<file path="src/rtl/instr_fetch_unit.sv">
// Fetch stage: issues in-order imem requests, buffers returned words with their PCs; grant N -> head valid N+2.
// Requests stall once buffered + in-flight reaches DEPTH; a redirect flushes the buffer and drops stale responses.
module instr_fetch_unit #(
  parameter int unsigned DEPTH    = 4,
  parameter logic [31:0] RESET_PC = 32'h0000_0000
) (
  input  logic        clk_i,
  input  logic        rst_i,
  output logic        imem_req_o,
  output logic [31:0] imem_addr_o,
  input  logic        imem_gnt_i,
  input  logic        imem_rvalid_i,
  input  logic [31:0] imem_rdata_i,
  output logic        instr_valid_o,
  output logic [31:0] instr_o,
  output logic [31:0] instr_pc_o,
  input  logic        instr_ready_i,
  input  logic        redirect_i,
  input  logic [31:0] redirect_pc_i
);
  localparam int unsigned PW = $clog2(DEPTH);
  localparam int unsigned CW = PW + 1;
  localparam logic [CW:0] DEPTH_W = (CW+1)'(DEPTH);

  logic [31:0]   fetch_pc;
  logic [31:0]   resp_pc;
  logic [31:0]   mem_instr [DEPTH];
  logic [31:0]   mem_pc    [DEPTH];
  logic [PW-1:0] rd_ptr;
  logic [PW-1:0] wr_ptr;
  logic [CW-1:0] fifo_count;
  logic [CW-1:0] outstanding;
  logic [CW-1:0] discard;
  logic [CW:0]   credit_used;
  logic [31:0]   redirect_pc;
  logic          fetch_fire;
  logic          rsp_live;
  logic          push;
  logic          pop;
  logic          has_head;
  logic          unused_redirect_bits;

  assign redirect_pc          = {redirect_pc_i[31:2], 2'b00};
  assign unused_redirect_bits = ^redirect_pc_i[1:0];

  // Every in-flight request already owns a FIFO slot, so a push can never overflow.
  assign credit_used = {1'b0, fifo_count} + {1'b0, outstanding};
  assign imem_req_o  = rst_i & ~redirect_i & (credit_used < DEPTH_W);
  assign imem_addr_o = fetch_pc;
  assign fetch_fire  = imem_req_o & imem_gnt_i;

  assign rsp_live = imem_rvalid_i & (outstanding != '0);
  assign push     = rst_i & ~redirect_i & rsp_live & (discard == '0);

  assign has_head      = rst_i & (fifo_count != '0);
  assign instr_valid_o = has_head & ~redirect_i;
  assign pop           = instr_valid_o & instr_ready_i;
  assign instr_o       = has_head ? mem_instr[rd_ptr] : 32'h0;
  assign instr_pc_o    = has_head ? mem_pc[rd_ptr]    : 32'h0;

  always_ff @(posedge clk_i) begin
    if (!rst_i) begin
      fetch_pc    <= RESET_PC;
      resp_pc     <= RESET_PC;
      rd_ptr      <= '0;
      wr_ptr      <= '0;
      fifo_count  <= '0;
      outstanding <= '0;
      discard     <= '0;
    end else if (redirect_i) begin
      // Whatever is still in flight after this edge belongs to the old stream.
      fetch_pc    <= redirect_pc;
      resp_pc     <= redirect_pc;
      rd_ptr      <= '0;
      wr_ptr      <= '0;
      fifo_count  <= '0;
      outstanding <= outstanding - CW'(rsp_live);
      discard     <= outstanding - CW'(rsp_live);
    end else begin
      if (fetch_fire) begin
        fetch_pc <= fetch_pc + 32'd4;
      end
      outstanding <= outstanding + CW'(fetch_fire) - CW'(rsp_live);
      if (rsp_live && (discard != '0)) begin
        discard <= discard - CW'(1);
      end
      if (push) begin
        wr_ptr  <= wr_ptr + PW'(1);
        resp_pc <= resp_pc + 32'd4;
      end
      if (pop) begin
        rd_ptr <= rd_ptr + PW'(1);
      end
      fifo_count <= fifo_count + CW'(push) - CW'(pop);
    end
  end

  always_ff @(posedge clk_i) begin
    if (push) begin
      mem_instr[wr_ptr] <= imem_rdata_i;
      mem_pc[wr_ptr]    <= resp_pc;
    end
  end

endmodule

</file>
<file path="config.mk">
export PLATFORM = sky130hd
export DESIGN_NAME = instr_fetch_unit
export DESIGN_NICKNAME = d
export VERILOG_FILES = /design/src/rtl/instr_fetch_unit.sv
export SDC_FILE = /design/constraint.sdc
export NUM_CORES = 1
export LEC_CHECK = 0
export CELL_PAD_IN_SITES_DETAIL_PLACEMENT = 0
export CELL_PAD_IN_SITES_GLOBAL_PLACEMENT = 1
export CORE_UTILIZATION = 30
export DETAILED_ROUTE_END_ITERATION = 7
export GPL_TIMING_DRIVEN = 0
export HOLD_SLACK_MARGIN = 0.1
export PLACE_DENSITY = 0.63
export SETUP_SLACK_MARGIN = 0.2
export SLEW_MARGIN = 20
export SYNTH_ARGS = -nofsm -noshare
export SYNTH_HDL_FRONTEND = slang
export SYNTH_SLANG_ARGS = --single-unit
</file>
<file path="constraint.sdc">
create_clock -name clk_i -period 2.8 [get_ports clk_i]
set_clock_uncertainty 0.1 [all_clocks]
set_input_delay 0.42 -clock clk_i [delete_from_list [all_inputs] [get_ports clk_i]]
set_output_delay 0.42 -clock clk_i [all_outputs]
set_load 0.01 [all_outputs]
</file>
* Word level (Yosys, flattened, before mapping)
Memory sizes are Yosys's and may differ from the RTL's. A register that Yosys moved wholly into a read port is not among the register bits. Cells that the tools add are included.
Storage, ports and cells: bits in writable memories 256, memories kept 2, bits of input ports 70, output and inout bits 98, word-level logic and storage cells 58, flip-flop bits (word level) 77
Memories:
- mem_instr | words 4, width 32, read ports 1, clocked after memory_dff 1, wr ports 1, line 27 | logic [31:0] mem_instr [DEPTH];
- mem_pc | words 4, width 32, read ports 1, clocked after memory_dff 1, wr ports 1, line 28 | logic [31:0] mem_pc [DEPTH];
Cells by class: $lt $le $gt $ge 1, multiplexer cells 15, bitwise gates (word level) 11, reduce and logical (&&, ||, !) cells 9, add/subtract/negate cells 11
Operators with widths (count):
- 2-to-1 mux 32 bit | 6
- adder 32 x 3 -> 32 bit, second input constant | 2
- bitwise AND 1 bit | 9
- 2-to-1 mux 3 bit | 3
- nonzero test 3 bit | 3
- subtractor 3 x 1 -> 3 bit | 3
- 2-to-1 mux 2 bit | 4
- adder 3 x 1 -> 3 bit | 2
- nonzero test 2 bit | 3
- adder 2 x 1 -> 2 bit, second input constant | 2
- adder 3 x 3 -> 4 bit | 1
- less-than comparator 4 x 3 -> 1 bit, second input constant | 1
- logical NOT 3 bit | 1
- subtractor 3 x 1 -> 3 bit, second input constant | 1
- 2-to-1 mux 1 bit | 2
- inverter 1 bit | 2
- OR reduction 2 bit | 1
- logical AND 1 bit | 1

* Depth between registers and ports, before layout
depth in word-level cells 7, gate-level depth with buffers 14, mapped depth without buffers 12

* Worst setup path after synthesis
OpenSTA, ideal clock, no wires.
path kind in2reg, start point input port redirect_i, end point memory mem_instr[1][0] (enable), data arrival time 2.467 ns, path buffers 1, required time 2.274 ns, setup time 0.426 ns, slack -0.194 ns, stages on the path 4, path through nand2b_1 -> buf_6 -> nor3_4 -> and2_1
On the way: cells in the longest elaborated chain, start to end 6
RTL lines:
- from (decl) | line 18 | input logic redirect_i,
- inverter 1 bit | line 53 | assign push = rst_i & ~redirect_i & rsp_live & (discard == '0);
- bitwise AND 1 bit (3 in a row) | line 53
- 2-to-1 mux 1 bit | line 99 | if (push) begin
- 2-to-1 mux 1 bit (not written as such) | line 100 | mem_instr[wr_ptr] <= imem_rdata_i;
- to (decl) | line 27
Every way passes these cells.

* Final worst setup path
start point register outstanding[2], end point register outstanding[2]
On the way: cells in the longest elaborated chain, start to end 7, elaborated cells on any way between the ends 10, those cells by class add/sub (4); order compare (1); mux (1); bitwise (3); reduce/logical (1)
RTL lines:
- from (decl) | line 32 | logic [CW-1:0] outstanding;
- from (signal assigned) | line 77 | outstanding <= outstanding - CW'(rsp_live);
- from (signal assigned) | line 83 | outstanding <= outstanding + CW'(fetch_fire) - CW'(rsp_live);
- adder 3 x 3 -> 4 bit | line 47 | assign credit_used = {1'b0, fifo_count} + {1'b0, outstanding};
- less-than comparator 4 x 3 -> 1 bit | line 48 | assign imem_req_o = rst_i & ~redirect_i & (credit_used < DEPTH_W);
- bitwise AND 1 bit | line 48
- bitwise AND 1 bit | line 50 | assign fetch_fire = imem_req_o & imem_gnt_i;
- adder 3 x 1 -> 3 bit | line 83
- subtractor 3 x 1 -> 3 bit | line 83
- 2-to-1 mux 3 bit (*) | line 70 | end else if (redirect_i) begin
Mark *: on every way between the ends. The rest lies on a longest branch, timed or not. A chain may end at the register's enable or synchronous reset.

==> results.yml <==
critical_path:
  cp.required_ns: 3.10
  rrSetupSlack_ns: 0.05
  r2r_cells: 14
  r2r-end: "outstanding[2]"
  end_kind: "register"
  arrival_ns: 3.05
  path_class: "reg -> reg"
  crit_path_start: "outstanding[2]"
  r2r_start: "outstanding[2]"
  start_kind: "register"
  crit_end: "outstanding[2]"
  critical_path.max_fanout: 2
route:
  vias: 8554
  wl_per_cell_um: 19.6
  first_pass_iters: 5
  ant_nets: 0
  via_per_inst: 4.82
  drt_wl_total_um: 34700
  drc_errors: 0
  initialDrtViolationCount: 550
sta:
  max_freq_mhz: 364
  post-route-period-util_pct: 98.2
  tightest_slew_ns: 0.845
  relSlewSlack_pct: 43.2
  finalMaxSlewViolations: 0
  setup_viol: 0
  worst_slack_ns: 0.0514
  rsz0062_at_grt: "yes"
  fin_crit_ns: 2.75
  finalHoldViolCount: 0
placed_design:
  gp_congestion: 0.809
  placedCellCount: 1676
  dp_hpwl_um: 23000
  io_buffers: 161
  dpl_worst_slack_ns: -0.875
clock_tree:
  htree_levels: 2
  cts_buffers: 36
  path_clk_slew_ns: 0.06
  clock_tree.buffer_depth: 3
  root_buffer: "clkbuf_16"
  cts.sinks: 323
  clk-insertion-delay-late_ns: 0.54
  cts_tree: "done"
floorplanning:
  dieArea_sq_um: 46300
  core_sq_um: 44500
  die_w_um: 215
  dieHeight_um: 215
  rows: 77
  initial_core_util_pct: 30.6
  ios: 168
synth:
  synthDistinctLibCells: 59
  synthCells: 916
  syn_avg_cell_area_sq_um: 14.9
  synth_ff_type: "edfxtp_1"
  syn_area_sq_um: 13600
  yosysSeqAreaShare_pct: 65.7
  synth-seq-cells: 323
  synthTopCellsByArea: "edfxtp_1, dfxtp_1, mux4_2"
  synth_top_area_share_pct: 54.7
  synth_edf_count: 248
  async_flop_share_pct: 0
  yosysTopAreaCell: "edfxtp_1"
  synth-warning-count: 0
pwr:
  p_per_area_nw_per_um2: 622
  sw_frac_of_total_pct: 23.9
  power.leakage_nw: 6.19
  combPwrFrac_pct: 10.1
  switching_power_w: 0.00270
  p_clk_share_pct: 41.1
  internal_power_w: 0.00861
  vdd_drop_max_mv: 0.435
  p_seq_share_pct: 48.8
final_layout:
  diodes: 0
  layoutNonFillerInstCount: 1775
  nFillCells: 4171
  final_common_cell: "edfxtp_1"
  layout_common_cells: "edfxtp_1, clkdlybuf4s50_1, dfxtp_1, mux4_2, a21oi_1"
  syn2layout_area_growth_pct: 33.6
  final_layout_size_suffix_gt1_share_pct: 24.9
  nets: 1244
global_route:
  grt_max_degree: 43
  grtUsageTotal_pct: 15.1
  grt_pass1_vias: 8641
  overflow: 0
  grt_pass1_wl_um: 52700
  antenna_found_initial: 0
worst_hold_path:
  hold_path.class: "in -> reg"
  whs_path_depth: 1
flow_run:
  maxCapViolCount: 0
outcome:
  outcome: "complete, no violations"
==> state kept, by name, indices dropped and copies added (netlist names), named ones only <==
register and count:
mem_instr 128, mem_pc 120, imem_addr_o 30, resp_pc 30, discard 3, fifo_count 3, outstanding 3, rd_ptr 2
wr_ptr 2
==> through the flow <==
step                      hold WS (ns)  TNS (ns)  instance area (sq um)  utilization (%)  total power (W)
after floorplan                  0.380         0                  13700                -          0.00618
after global placement           0.414   -257.55                  16100             36.1          0.00662
after detailed placement         0.423    -73.27                  16200             36.3          0.00664
after CTS                        0.386         0                  17800             40.1           0.0114
after global routing             0.407    -0.232                  18200             40.9           0.0118
final                            0.416         0                  18200             40.9           0.0113
==> cell usage after synthesis (all sizes together), types with 2 or more instances <==
cell type,count
nand2,43
mux2i,3
mux4,62
edfxtp,248
nor3,12
and3,13
mux2,2
ha,16
xor2,30
a21oi,48
o31ai,2
nand4,31
nand3b,2
or3,7
o21ai,43
buf,15
inv,18
dfxtp,75
xnor2,13
nor2b,63
a31oi,18
clkbuf,34
o211ai,2
and4,3
a32oi,2
nor2,28
nand2b,5
a2bb2oi,4
or4,5
fa,2
and2,12
nor4,7
nand3,33
clkinv,2
==> kinds of logic (layout without fill, tap and decap cells) <==
family	count (synthesis)	after routing	share of synthesized area [%]
xor+xnor	43	43	2.76
fa+ha+maj	18	18	1.76
flops	323	323	65.7
simple gates	268	268	11.6
mux	67	67	10.6
other cells	1	4	0.0275
compound gates	127	127	5.29
buf+inv	69	333	2.18
==> repair_timing <==
item,in CTS,in global routing
gates cloned,5,2
endpoints found under the setup margin,66,77
buffers inserted,20,7
pin swaps,6,6
hold endpoints to repair,0,0
resized for setup,274,77
hold buffers,0,0
==> power by group through the flow <==
stage / logic (W) / clock network, W / registers, W
after floorplan: 0.000602 / 0 / 0.00558
after global placement: 0.00100 / 0 / 0.00562
after detailed placement: 0.00102 / 0 / 0.00562
after CTS: 0.00112 / 0.00478 / 0.00551
after global routing: 0.00127 / 0.00497 / 0.00554
final: 0.00115 / 0.00465 / 0.00552
==> metal layers <==
metal,share of wire [%],vias to the layer above,global-route usage (%)
met2,48,254,24.7
met1,45,4233,20.0
met5,0,-,0
met3,5.3,51,2.68
met4,2.2,0,5.30
li1,-,4016,-
==> layout make-up <==
class / instances / area [sq um] / share of cell area [%]
multi-input cells: 527 / 4680 / 25.7
inverters: 20 / 87.6 / 0.481
clock inverters: 20 / 174 / 0.955
plain buffers: 49 / 473 / 2.60
flip-flops and latches: 323 / 8970 / 49.3
clock buffers: 45 / 987 / 5.42
repair buffers: 199 / 2090 / 11.5
well taps: 592 / 741 / 4.07
==> critical path, stage by stage (launching register included) <==
cell       delay, ns
dfxtp_4         0.35
ha_4            0.24
nor3_4          0.12
and4_4          0.26
buf_8           0.13
inv_8           0.03
clkbuf_16       0.13
ha_4            0.25
inv_2           0.04
ha_4            0.14
fa_2            0.33
xor2_1          0.15
o21ai_1         0.16
xnor2_1         0.13
nor2_1          0.05
==> worst min-delay path by stage <==
stage,from,to
final,imem_rdata_i[1],mem_instr[0][1]
after global routing,imem_rdata_i[3],mem_instr[3][3]
after CTS,imem_rdata_i[13],mem_instr[3][13]
after detailed placement,imem_addr_o[20],imem_addr_o[20]
after global placement,imem_addr_o[20],imem_addr_o[20]
after floorplan,resp_pc[31],mem_pc[0][31]
No activity file was read; power rests on OpenSTA's default activity.
